==> src/rtl/conv_nto8_fifo.sv <==
// Buffered N-to-8 Tx serialiser: parallel words (32/16/8 bits per PCLK mode) queue in a
// small FIFO and leave LSB-first as one symbol per clock, with K28.5 idle fill.
module conv_nto8_fifo #(
   parameter int unsigned        IN_W       = 32,
   parameter int unsigned        OUT_W      = 8,
   parameter int unsigned        FIFO_DEPTH = 4,
   parameter logic [OUT_W-1:0]   IDLE_SYM   = 8'hBC
) (
   input  logic                     CLK,
   input  logic                     RESET,
   input  logic                     ENB,
   input  logic [1:0]               PCLK,
   input  logic [IN_W-1:0]          in,
   input  logic [IN_W/OUT_W-1:0]    K_in,
   input  logic                     in_valid,
   output logic                     in_ready,
   output logic [OUT_W-1:0]         out,
   output logic                     K_out,
   output logic                     out_valid
);

   localparam int unsigned NB = IN_W / OUT_W;
   localparam int unsigned IW = (NB > 1) ? $clog2(NB) : 1;
   localparam int unsigned PW = $clog2(FIFO_DEPTH);

   typedef enum logic {S_IDLE, S_SEND} state_t;
   state_t state;

   logic [IN_W-1:0] mem_d [FIFO_DEPTH];
   logic [NB-1:0]   mem_k [FIFO_DEPTH];
   logic [1:0]      mem_m [FIFO_DEPTH];
   logic [PW-1:0]   wr_ptr, rd_ptr;
   logic [PW:0]     count;
   logic            full, empty, push, pop;

   logic [IN_W-1:0]  w_data;
   logic [NB-1:0]    w_k;
   logic [1:0]       w_mode;
   logic [IW-1:0]    idx;
   logic [OUT_W-1:0] cur_sym;
   logic             cur_k;
   logic             last;

   // Index of the final byte for a latched width mode; modes 10 and 11 carry one byte.
   function automatic logic [IW-1:0] last_idx(input logic [1:0] m);
      case (m)
         2'b00:   last_idx = IW'(NB - 1);
         2'b01:   last_idx = IW'((NB > 1) ? (NB / 2 - 1) : 0);
         default: last_idx = '0;
      endcase
   endfunction

   assign full     = (count == (PW+1)'(FIFO_DEPTH));
   assign empty    = (count == '0);
   assign in_ready = ENB & ~full & ~RESET;
   assign push     = in_valid & in_ready;

   always_comb begin
      cur_sym = '0;
      cur_k   = 1'b0;
      for (int unsigned b = 0; b < NB; b++) begin
         if (idx == IW'(b)) begin
            cur_sym = w_data[b*OUT_W +: OUT_W];
            cur_k   = w_k[b];
         end
      end
      last = (idx == last_idx(w_mode));
      pop  = 1'b0;
      if (ENB && !empty)
         pop = (state == S_IDLE) || last;
   end

   always_ff @(posedge CLK) begin
      if (push) begin
         mem_d[wr_ptr] <= in;
         mem_k[wr_ptr] <= K_in;
         mem_m[wr_ptr] <= PCLK;
      end
   end

   always_ff @(posedge CLK) begin
      if (RESET) begin
         wr_ptr <= '0;
         rd_ptr <= '0;
         count  <= '0;
      end else begin
         if (push)
            wr_ptr <= wr_ptr + 1'b1;
         if (pop)
            rd_ptr <= rd_ptr + 1'b1;
         case ({push, pop})
            2'b10:   count <= count + 1'b1;
            2'b01:   count <= count - 1'b1;
            default: count <= count;
         endcase
      end
   end

   // The last byte of a word and the load of its successor share one edge, so back-to-back words have no gap.
   always_ff @(posedge CLK) begin
      if (RESET) begin
         state     <= S_IDLE;
         idx       <= '0;
         w_data    <= '0;
         w_k       <= '0;
         w_mode    <= '0;
         out       <= IDLE_SYM;
         K_out     <= 1'b1;
         out_valid <= 1'b0;
      end else if (!ENB) begin
         out       <= IDLE_SYM;
         K_out     <= 1'b1;
         out_valid <= 1'b0;
      end else begin
         if (state == S_SEND) begin
            out       <= cur_sym;
            K_out     <= cur_k;
            out_valid <= 1'b1;
            if (last) begin
               idx <= '0;
               if (!pop)
                  state <= S_IDLE;
            end else begin
               idx <= idx + 1'b1;
            end
         end else begin
            out       <= IDLE_SYM;
            K_out     <= 1'b1;
            out_valid <= 1'b0;
            if (pop) begin
               state <= S_SEND;
               idx   <= '0;
            end
         end
         if (pop) begin
            w_data <= mem_d[rd_ptr];
            w_k    <= mem_k[rd_ptr];
            w_mode <= mem_m[rd_ptr];
         end
      end
   end

endmodule
==> config.mk <==
export PLATFORM = sky130hd
export DESIGN_NAME = conv_nto8_fifo
export DESIGN_NICKNAME = d
export VERILOG_FILES = /design/src/rtl/conv_nto8_fifo.sv
export SDC_FILE = /design/constraint.sdc
export NUM_CORES = 1
export LEC_CHECK = 0
export BUFFER_PORTS_ARGS = -buffer_cell sky130_fd_sc_hd__buf_4
export CAP_MARGIN = 40
export CORE_ASPECT_RATIO = 0.7
export CORE_MARGIN = 3
export CORE_UTILIZATION = 59
export DETAILED_ROUTE_END_ITERATION = 7
export PLACE_DENSITY = 0.78
export SLEW_MARGIN = 20
export SYNTH_ARGS = -nofsm -noshare
export SYNTH_HDL_FRONTEND = slang
export SYNTH_SLANG_ARGS = --single-unit
==> constraint.sdc <==
create_clock -name CLK -period 3.6 [get_ports CLK]
set_input_delay 0.36 -clock CLK [delete_from_list [all_inputs] [get_ports CLK]]
set_output_delay 0.36 -clock CLK [all_outputs]
set_load 0.02 [all_outputs]
# Word-level counts from Yosys, hierarchy flattened
# Memory sizes are Yosys's and may differ from the RTL's. A register that Yosys moved wholly into a read port is not among the register bits.
# Cells that the tools add are included.
word_totals:
  memories: 3
  elab_cells: 63
  inputBits: 42
  ramBits: 152
  out_inout_bits: 11
  register_bits: 20
mem_list:
  columns: ["memory", "depth", "word_bits", "rd", "rd_clocked_by_memory_dff", "wr", "line", "rtl"]
  rows:
  - ["mem_d", 4, 32, 1, 1, 1, "29", "logic [IN_W-1:0] mem_d [FIFO_DEPTH];"]
  - ["mem_k", 4, 4, 1, 1, 1, "30", "logic [NB-1:0] mem_k [FIFO_DEPTH];"]
  - ["mem_m", 4, 2, 1, 1, 1, "31", "logic [1:0] mem_m [FIFO_DEPTH];"]
op_classes:
  reduce_logical: 12
  n_eq_ne: 8
  n_addsub: 5
  n_mux: 20
  n_bitwise: 7
ops:
  columns: ["cell", "n"]
  rows:
  - ["two-way mux 8 bit", 4]
  - ["two-way mux 1 bit", 11]
  - ["adder 2 x 1 -> 2 bit (second input constant)", 3]
  - ["equality test 2 x 1 -> 1 bit (second input constant)", 3]
  - ["equality test 2 bit (second input constant)", 3]
  - ["two-way mux 2 bit", 3]
  - ["case mux 3 bit (2 select lines)", 1]
  - ["logical NOT 2 bit", 2]
  - ["inverter 1 bit", 4]
  - ["case mux 2 bit (2 select lines)", 1]
  - ["AND reduction 2 bit", 2]
  - ["nonzero test 2 bit", 2]
  - ["adder 3 x 1 -> 3 bit (second input constant)", 1]
  - ["AND 1 bit", 3]
  - ["equality test 3 bit (second input constant)", 1]
  - ["logical NOT 3 bit", 1]
  - ["OR reduction 3 bit", 1]
  - ["subtractor 3 x 1 -> 3 bit (second input constant)", 1]
  - ["equality test 2 bit", 1]
  - ["OR reduction 2 bit", 1]
  - ["logical AND 1 bit", 1]
  - ["logical NOT 1 bit", 1]
  - ["logical OR 1 bit", 1]

# Depth between registers and ports, before layout
# Gate-level depths: netlist of run 1.
depth:
  ltp_word: 8
  depth_mapped: 10

# Worst setup path after synthesis of run 1
# No wires, ideal clock.
synth_path:
  path_type: "input port to flip-flop"
  startpoint: "in RESET"
  endpoint: "mem mem_d[0][0] (enable)"
  cell_stages: 4
  arrival_ns: 2.036
  setup_time_ns: 0.399
  slack_ns: 1.165
  path_buffers: 1
  cell_sequence: "clkbuf_1 nand2b_1 a211oi_2 and2_1"
synth_via:
  elab_chain_cells: 5
synth_rtl:
  columns: ["item", "line", "rtl"]
  rows:
  - ["start: declaration", "10", "input logic RESET,"]
  - ["inverter 1 bit", "55", "assign in_ready = ENB & ~full & ~RESET;"]
  - ["AND 1 bit", "55", null]
  - ["AND 1 bit", "56", "assign push = in_valid & in_ready;"]
  - ["two-way mux 1 bit", "74", "if (push) begin"]
  - ["two-way mux 1 bit (not written as such)", "75", "mem_d[wr_ptr] <= in;"]
  - ["end: declaration", "29", null]
# Every way passes these cells.

# Worst setup path after layout of run 1
layout_path:
  startpoint: "reg idx[0]"
  endpoint: "reg count[2]"
layout_via:
  elab_chain_cells: 5
  elab_cells_between_ends: 7
layout_rtl:
  columns: ["item", "line", "rtl"]
  rows:
  - ["start: declaration", "39", "logic [IW-1:0] idx;"]
  - ["start signal: assignment", "124", "idx <= idx + 1'b1;"]
  - ["equality test 2 bit (*)", "67", "last = (idx == last_idx(w_mode));"]
  - ["logical OR 1 bit (*)", "70", "pop = (state == S_IDLE) || last;"]
  - ["two-way mux 1 bit (*)", "69", "if (ENB && !empty)"]
  - ["via pop", "34", "logic full, empty, push, pop;"]
  - ["equality test 2 x 1 -> 1 bit or equality test 2 bit (tied branches)", "91", "case ({push, pop})"]
  - ["case mux 3 bit (2 select lines) or nonzero test 2 bit (tied branches)", null, null]
  - ["end signal: assignment", "92", "2'b10: count <= count + 1'b1;"]
  - ["end signal: assignment", "93", "2'b01: count <= count - 1'b1;"]
  - ["end signal: assignment", "94", "default: count <= count;"]
  - ["end: declaration", "33", "logic [PW:0] count;"]
# Mark *: on every way through the listed nets, which the timed path passes. The rest lies on a longest branch.
# A chain may end at the register's enable or synchronous reset.

==> flow_summary.toml, run 1 <==
[outcome]
status = "finished, final reports clean"

[route]
route.vias.total = 4613
dr.pass1.iters = 5
wire_per_inst_um = 21.0
vias_per_cell = 6.00
ant_nets = 0
initialDrtViolationCount = 439
drc_errors = 0
drt_wl_total_um = 16100

[global_route]
overflow = 0
grt_pass1_wl_um = 25800
grt_pass1_vias = 4667
track_usage = 0.214
grt_antenna_before_repair = 0
grt_max_degree = 53

[yosys]
syn-cell-area_mm2 = 0.00809
syn_area_per_cell_um2 = 15.5
yosysSeqAreaShare = 0.708
syn_inst = 521
yosys_warnings = 0
synth_nets = 573
ys_types = 38
synth-seq-cells = 210

[sta]
fin_tns_setup_ns = 0
fin_crit_ns = 2.83
rsz0062_at_grt = "false"
fin_crit_sh = 0.786
fin_worst_skew_ns = 0.0116
setup_viol = 0
slew_violations = 0
setup_slack_ns = 0.771
worst_pin_slew_ns = 0.831
fmax_ghz = 0.354
worst_slew_margin_rel = 0.445
hold_viol = 0

[finish]
area_delta_synth_final_pct = 16.0
most-common-layout-cells = "edfxtp_1, a21oi_1, dfxtp_1, buf_4, o21ai_0"
design_area_mm2 = 0.00938
utilization = 0.707
final_common_cell = "edfxtp_1"
nFillCells = 848
nets = 622
drive_gt1_frac = 0.247
diodes = 0

[clock_tree]
clkTransAtPathRegs_ns = 0.07
ctsResizeCount = 0
h-tree-depth = 1
cts_buffers = 20
cts.sinks = 210
cts_tree = "done"
clock_tree.root_cell = "clkbuf_16"
clk-insertion-delay-late_ns = 0.49
clockBufferDepth = 3
cts_setup_buffers = 0
hold_buffers = 0

[floorplanning]
row_count = 35
die_x_um = 146
io-pin-count = 53
start_util = 0.609
core_mm2 = 0.0133
dieArea_mm2 = 0.0152
die_y_um = 104

[worst_hold_path]
min_path_type = "input port to register"

[setup_path]
cp-end-kind = "register"
cp.arrival_ns = 3.25
cp_num_buf_inv = 1
cpLargestDelayFamily = "simple AND/OR/NAND/NOR gates"
crit_type = "register to register"
startpoint_type = "register"
cpPeakStageDelay_ns = 0.47
reg2reg_slack_ns = 0.77
worstPathRequired_ns = 4.02
critical_path_peak_fanout = 41
cp_slowest_cell = "dfxtp_1"
path_cells = "or2b_1, o211a_2, nor2_2, ha_1, inv_1, fa_1, xor2_1, or3_1, a21oi_1"

[placed_design]
post-place-ws_ns = 0.897
gp_congestion = 0.868
io_buffers = 52
hpwl_um = 10100
placed_area_mm2 = 0.00869

[power]
leakagePower_nw = 2.99
powerDensity_mw_per_mm2 = 612
max-vdd-ir-drop_mv = 0.384

[flow_run]
max_cap_viol_count = 0
==> final cells by class <==
class / count / area, um2 / share of cell area
Sequential cell: 210 / 5730 / 0.610
Multi-Input combinational cell: 264 / 2160 / 0.230
Timing Repair Buffer: 63 / 556 / 0.0592
Clock buffer: 20 / 500 / 0.0533
Tap cell: 185 / 231 / 0.0247
Clock inverter: 16 / 170 / 0.0181
Inverter: 11 / 41.3 / 0.00440
==> synthesized netlist by cell type, drive strengths merged <==
cell | n | area share
mux2i | 1 | 0.0012
or3b | 1 | 0.0011
a31oi | 1 | 0.00077
nand4 | 1 | 0.00077
buf | 14 | 0.011
edfxtp | 152 | 0.56
dfxtp | 58 | 0.14
nand3 | 42 | 0.026
o21ai | 44 | 0.027
ha | 9 | 0.014
o211ai | 7 | 0.0071
o21a | 1 | 0.00093
a211oi | 2 | 0.0025
clkbuf | 22 | 0.010
nand2 | 16 | 0.0074
nor3 | 1 | 0.00062
o211a | 1 | 0.0012
a21oi | 62 | 0.038
nand2b | 2 | 0.0015
and2 | 4 | 0.0031
or3 | 3 | 0.0023
a31o | 1 | 0.0011
a311oi | 1 | 0.0011
inv | 11 | 0.0051
nand3b | 9 | 0.0084
xor2 | 2 | 0.0022
nor2 | 11 | 0.0054
or2b | 1 | 0.00093
mux4 | 38 | 0.11
xnor2 | 2 | 0.0022
fa | 1 | 0.0025
==> kinds of logic after synthesis <==
logic type	after synthesis	synth area share
xor gates and xnor gates	4	0.00433
AOI/OAI and AO/OA	120	0.0803
muxes	39	0.107
DFF	210	0.708
buffers and inverters	47	0.0262
adders and majority gates	10	0.0164
and+or+nand+nor	91	0.0576
==> registers in the layout (all words and copies together), names as in the netlist <==
name       flops
out_valid      1
count          3
out            8
mem_m          8
w_mode         2
idx            2
w_k            4
mem_k         16
mem_d        128
wr_ptr         2
state          1
w_data        32
rd_ptr         2
K_out          1
==> routing by layer <==
metal | share of wire | vias to the layer above | wire length [um] | global-route usage
met5 | 0 | - | 0 | 0
met4 | 0.020 | 0 | 327 | 0.0474
met3 | 0.062 | 23 | 999 | 0.0510
met2 | 0.48 | 170 | 7810 | 0.347
met1 | 0.43 | 2314 | 6980 | 0.301
li1 | - | 2106 | - | -
==> worst register-to-register path, stage by stage (launching register included) <==
cell and delay, ns:
dfxtp_1 0.47, or2b_1 0.32, o211a_2 0.47, nor2_2 0.20, ha_1 0.21, inv_1 0.08
fa_1 0.38, xor2_1 0.18, or3_1 0.32, a21oi_1 0.14
==> per-stage QoR <==
stage                     power [mW]  hold WS [ns]  std cells
after floorplan                 3.42         0.437        521
after global placement          3.61         0.469        731
after detailed placement        3.65         0.472        732
after CTS                       5.75        0.0575        768
after global routing            5.95        0.0572        769
final                           5.74        0.0695        769
==> final timing paths <==
check               from      endpoint  cells after the start
setup reg to reg  idx[0]      count[2]                      9
setup / recovery  idx[0]      count[2]                      9
hold / removal    in[18]  mem_d[0][18]                      1
hold reg to reg   w_k[3]        w_k[3]                      2
==> power breakdown <==
group | internal [mW] | switching, mW | total (mW)
clock network | 1.24 | 0.872 | 2.11
logic | 0.356 | 0.487 | 0.843
registers | 2.71 | 0.0783 | 2.79
total | 4.31 | 1.44 | 5.74
Note: power is estimated with default switching activity, not from simulation.
==> run 2, diff against run 1 <==
clock period = 2.96 ns   (was 3.6 ns; I/O delays follow)
==> flow_summary.toml, run 2 (same netlist as run 1, synthesis figures left out) <==
[placed_design]
place_inst = 737
io_buffers = 52
gp_congestion = 0.878
hpwl_um = 9540
placed_area_mm2 = 0.00871
post-place-ws_ns = 0.589

[sta]
fin_tns_setup_ns = 0
hold_viol = 0
fin_worst_skew_ns = 0.00688
worst_pin_slew_ns = 0.778
setup_viol = 0
rsz0062_at_grt = "false"
fin_crit_ns = 2.43
fin_hold_ws_ns = 0.0149
fin_crit_sh = 0.821
setup_slack_ns = 0.529
slew_violations = 0
fmax_ghz = 0.411
worst_slew_margin_rel = 0.479

[global_route]
grt_pass1_vias = 4736
track_usage = 0.215
grt_pass1_wl_um = 25800
overflow = 0
grt_max_degree = 52
grt_antenna_before_repair = 0

[finish]
largest_reg_flops = 128
most-common-layout-cells = "edfxtp_1, buf_4, a21oi_1, dfxtp_1, o21ai_0"
design_area_mm2 = 0.00947
stdcell_count = 787
nets = 640
nFillCells = 863
final_common_cell = "edfxtp_1"
drive_gt1_frac = 0.238
utilization = 0.713
diodes = 0
reg_top3 = "mem_d (128), w_data (32), mem_k (16)"
regMostFlops = "mem_d"
area_delta_synth_final_pct = 17.1

[clock_tree]
cts_tree = "done"
h-tree-depth = 1
cts_buffers = 20
cts_setup_buffers = 0
clk-insertion-delay-late_ns = 0.48
clkTransAtPathRegs_ns = 0.06
clock_tree.root_cell = "clkbuf_16"
ctsResizeCount = 0
clockBufferDepth = 3
cts.sinks = 210

[route]
drc_errors = 0
dr.pass1.iters = 5
initialDrtViolationCount = 514
drt_wl_total_um = 16000
route.vias.total = 4744
wire_per_inst_um = 20.4
ant_nets = 0
vias_per_cell = 6.03

[setup_path]
startpoint_type = "register"
cp-end-kind = "register"
r2r_start = "idx[0]"
startpoint = "idx[0]"
crit_type = "register to register"
worstPathRequired_ns = 3.37
critical_path_peak_fanout = 7
cp.arrival_ns = 2.84

[floorplanning]
die_x_um = 146
io-pin-count = 53
dieArea_mm2 = 0.0152
core_mm2 = 0.0133
die_y_um = 104
row_count = 35
start_util = 0.609

[power]
max-vdd-ir-drop_mv = 0.454
leakagePower_nw = 3.04
powerDensity_mw_per_mm2 = 723
p_total_mw = 6.84

[outcome]
status = "finished, final reports clean"

[worst_hold_path]
min_path_type = "input port to register"
hold_path.startpoint = "in[7]"

[flow_run]
max_cap_viol_count = 0
## run 2: changes by cell type in the layout (fill, tap and decap cells not counted), moves of 2 or more
cell | before | now
clkinvlp_4 | 2 | 0
dlygate4sd3_1 | 0 | 14
clkinv_1 | 4 | 1
bufinv_16 | 3 | 1
buf_4 | 56 | 63
buf_12 | 6 | 4
clkbuf_1 | 0 | 8
## run 2: cell type report
cell class / count / area [um2] / area share
multi-input combinational: 264 / 2160 / 0.228
clock inverter: 7 / 62.6 / 0.00661
sequential: 210 / 5730 / 0.605
clock buffer: 29 / 556 / 0.0587
timing repair buffer: 81 / 693 / 0.0732
inverter: 11 / 41.3 / 0.00436
tap: 185 / 231 / 0.0245
## run 2: worst max-delay path: stages (launching register included)
cell and delay (ns):
dfxtp_1 0.44, or2b_1 0.32, o211a_2 0.28, nor2_2 0.11
ha_1 0.18, inv_1 0.06, fa_1 0.37, xor2_1 0.15
or3_1 0.30, a21oi_1 0.14
## run 2: path summary, 6_finish.rpt
path	to	slack, ns	cells past startpoint
worst min register to register	w_data[12]	0.48	2
worst max register to register	count[2]	0.53	9
worst max-delay path	count[2]	0.53	9
worst min-delay path	mem_d[3][7]	0.01	1
## run 2: power by group
group / internal, mW / switching (mW)
clock network: 1.40 / 1.03
registers: 3.29 / 0.0920
logic: 0.443 / 0.587
## run 2: metal layers
layer	track usage	routed length, um	up-vias
li1	-	-	2137
met1	0.324	7210	2393
met2	0.331	7510	184
met3	0.0361	1020	30
met4	0.0603	303	0
met5	0	0	-
## run 2: timing repair
| action | in CTS | in global routing |
|---|---|---|
| endpoints found under the setup margin | 0 | 0 |
| hold endpoints to repair | 51 | 2 |
| hold buffers | 13 | 1 |
==> run 3, diff against run 2 <==
CORE_UTILIZATION = 54   (was 59)
PLACE_DENSITY = 0.75   (was 0.78)
clock period = 2 ns   (was 2.96 ns; I/O delays follow)
==> flow_summary.toml, run 3 (same netlist as run 1, synthesis figures left out) <==
[outcome]
status = "complete, but fails checks"
violations = "setup timing"

[finish]
area_delta_synth_final_pct = 23.2
diodes = 0
final_common_cell = "edfxtp_1"
drive_gt1_frac = 0.268
regMostFlops = "mem_d"
largest_reg_flops = 128
stdcell_count = 835
most-common-layout-cells = "edfxtp_1, buf_4, a21oi_1, dfxtp_1, o21ai_0"
nFillCells = 920
reg_top3 = "mem_d (128), w_data (32), mem_k (16)"
nets = 683

[floorplanning]
row_count = 36
core_mm2 = 0.0143
dieArea_mm2 = 0.0165
start_util = 0.566
die_x_um = 152
die_y_um = 108
io-pin-count = 53

[power]
max-vdd-ir-drop_mv = 0.912
powerDensity_mw_per_mm2 = 1050
leakagePower_nw = 3.27

[clock_tree]
clk-insertion-delay-late_ns = 0.49
clockBufferDepth = 3
cts_buffers = 20
clock_tree.root_cell = "clkbuf_16"
clkTransAtPathRegs_ns = 0.06
cts_tree = "done"
cts.sinks = 210
h-tree-depth = 1

[setup_path]
worstPathRequired_ns = 2.41
r2r-end = "count[2]"
path_cells = "or3b_4, o211a_4, nor2_4, ha_4, inv_2, fa_2, xor2_1, or3_1, a21oi_1"
crit_type = "register to register"
cp.arrival_ns = 2.60
reg2reg_slack_ns = -0.19
critical_path_peak_fanout = 3
cpPeakStageDelay_ns = 0.40
r2r_cells = 9
cp-end-kind = "register"
startpoint_type = "register"
cp_slowest_cell = "or3b_4"
r2r_start = "idx[0]"

[global_route]
met3_usage = 0.0416
busiest_layer = "met2"
track_usage = 0.210
grt_pass1_vias = 5145
grt_antenna_before_repair = 0
overflow = 0
grt_pass1_wl_um = 27400
met1_usage = 0.294
grtUsageMet2 = 0.345
grt_max_degree = 52

[route]
wire_per_inst_um = 20.0
dr.pass1.iters = 5
initialDrtViolationCount = 373
vias_per_cell = 5.85
route.vias.total = 4882
ant_nets = 0
drc_errors = 0
drt_wl_total_um = 16700

[sta]
worst_pin_slew_ns = 0.769
slew_violations = 0
fin_crit_sh = 1.09
rsz0062_at_grt = "true"
setup_viol = 2
fmax_ghz = 0.457
hold_viol = 0
worst_slew_margin_rel = 0.487
fin_worst_skew_ns = 0.0111
setup_slack_ns = -0.189
fin_crit_ns = 2.19

[flow_run]
max_cap_viol_count = 0

[worst_hold_path]
whs_path_depth = 3
min_to = "idx[1]"
min_path_type = "input port to register"
hold_path.startpoint = "ENB"

[placed_design]
gp_congestion = 0.857
io_buffers = 52
post-place-ws_ns = -0.222
place_inst = 760
hpwl_um = 10200
## run 3: changes by cell type in the layout (fill, tap and decap cells not counted), moves of 2 or more
cell / before / now
buf_4: 63 / 79
clkbuf_1: 8 / 5
dfxtp_1: 57 / 54
buf_12: 4 / 7
dfxtp_2: 1 / 4
nor2_4: 0 / 2
dlygate4sd3_1: 14 / 38
## run 3: repair_timing
item                                   CTS  global route
pin swaps                                2             0
hold buffers                            38             0
endpoints found under the hold margin  152             0
setup endpoints to repair                2             2
setup buffers                            1             0
resized for setup                        5             0
## run 3: layer usage
| layer | part of all wire | wire, um |
|---|---|---|
| met1 | 0.44 | 7290 |
| met2 | 0.49 | 8120 |
| met3 | 0.058 | 961 |
| met4 | 0.018 | 299 |
| met5 | 0 | 0 |
## run 3: worst max-delay path by stage
stage                         start       end  slack, ns  cells past startpoint
after floorplan              idx[0]  count[2]      -0.28                     10
after global placement    w_mode[1]  count[2]      -0.11                      9
after detailed placement  w_mode[1]  count[2]      -0.22                      9
after CTS                    idx[0]  count[2]      -0.20                      9
after global routing      w_mode[1]  count[2]      -0.29                      9
final                        idx[0]  count[2]      -0.19                      9
## run 3: critical path, delay by kind of cell, from the launching register on
family	cells	cell delay [ns]
xor gates and xnor gates	1	0.16
and+or+nand+nor	3	0.81
buffers and inverters	1	0.03
DFF	1	0.32
AOI/OAI and AO/OA	2	0.30
adders and majority gates	2	0.47
## run 3: final cells by class
cell class                 instances  area [um2]  share of cell area
clock buffer                      26         544              0.0546
multi-input combinational        264        2200               0.220
inverter                          11        41.3             0.00414
sequential                       210        5730               0.575
clock inverter                    10         100              0.0100
tap                              190         238              0.0239
timing repair buffer             124        1110               0.112
## run 3: metrics by stage
stage	total power, mW	cell area (um2)	utilization	setup TNS, ns	hold slack, ns
finish	10.4	9960	0.698	-0.211	0.0490
global route	10.9	9960	0.698	-0.403	0.0643
CTS	10.5	9960	0.698	-0.215	0.0384
detailed placement	6.70	8910	0.624	-0.302	0.404
global placement	6.63	8910	0.624	-0.114	0.398
floorplan	6.19	8120	-	-0.439	0.299
## run 3: power breakdown
part           switching, mW  total, mW  internal, mW
Combinational          0.911       1.70         0.791
Sequential             0.148       5.02          4.88
Clock                   1.53       3.71          2.18
Total                   2.59       10.4          7.85
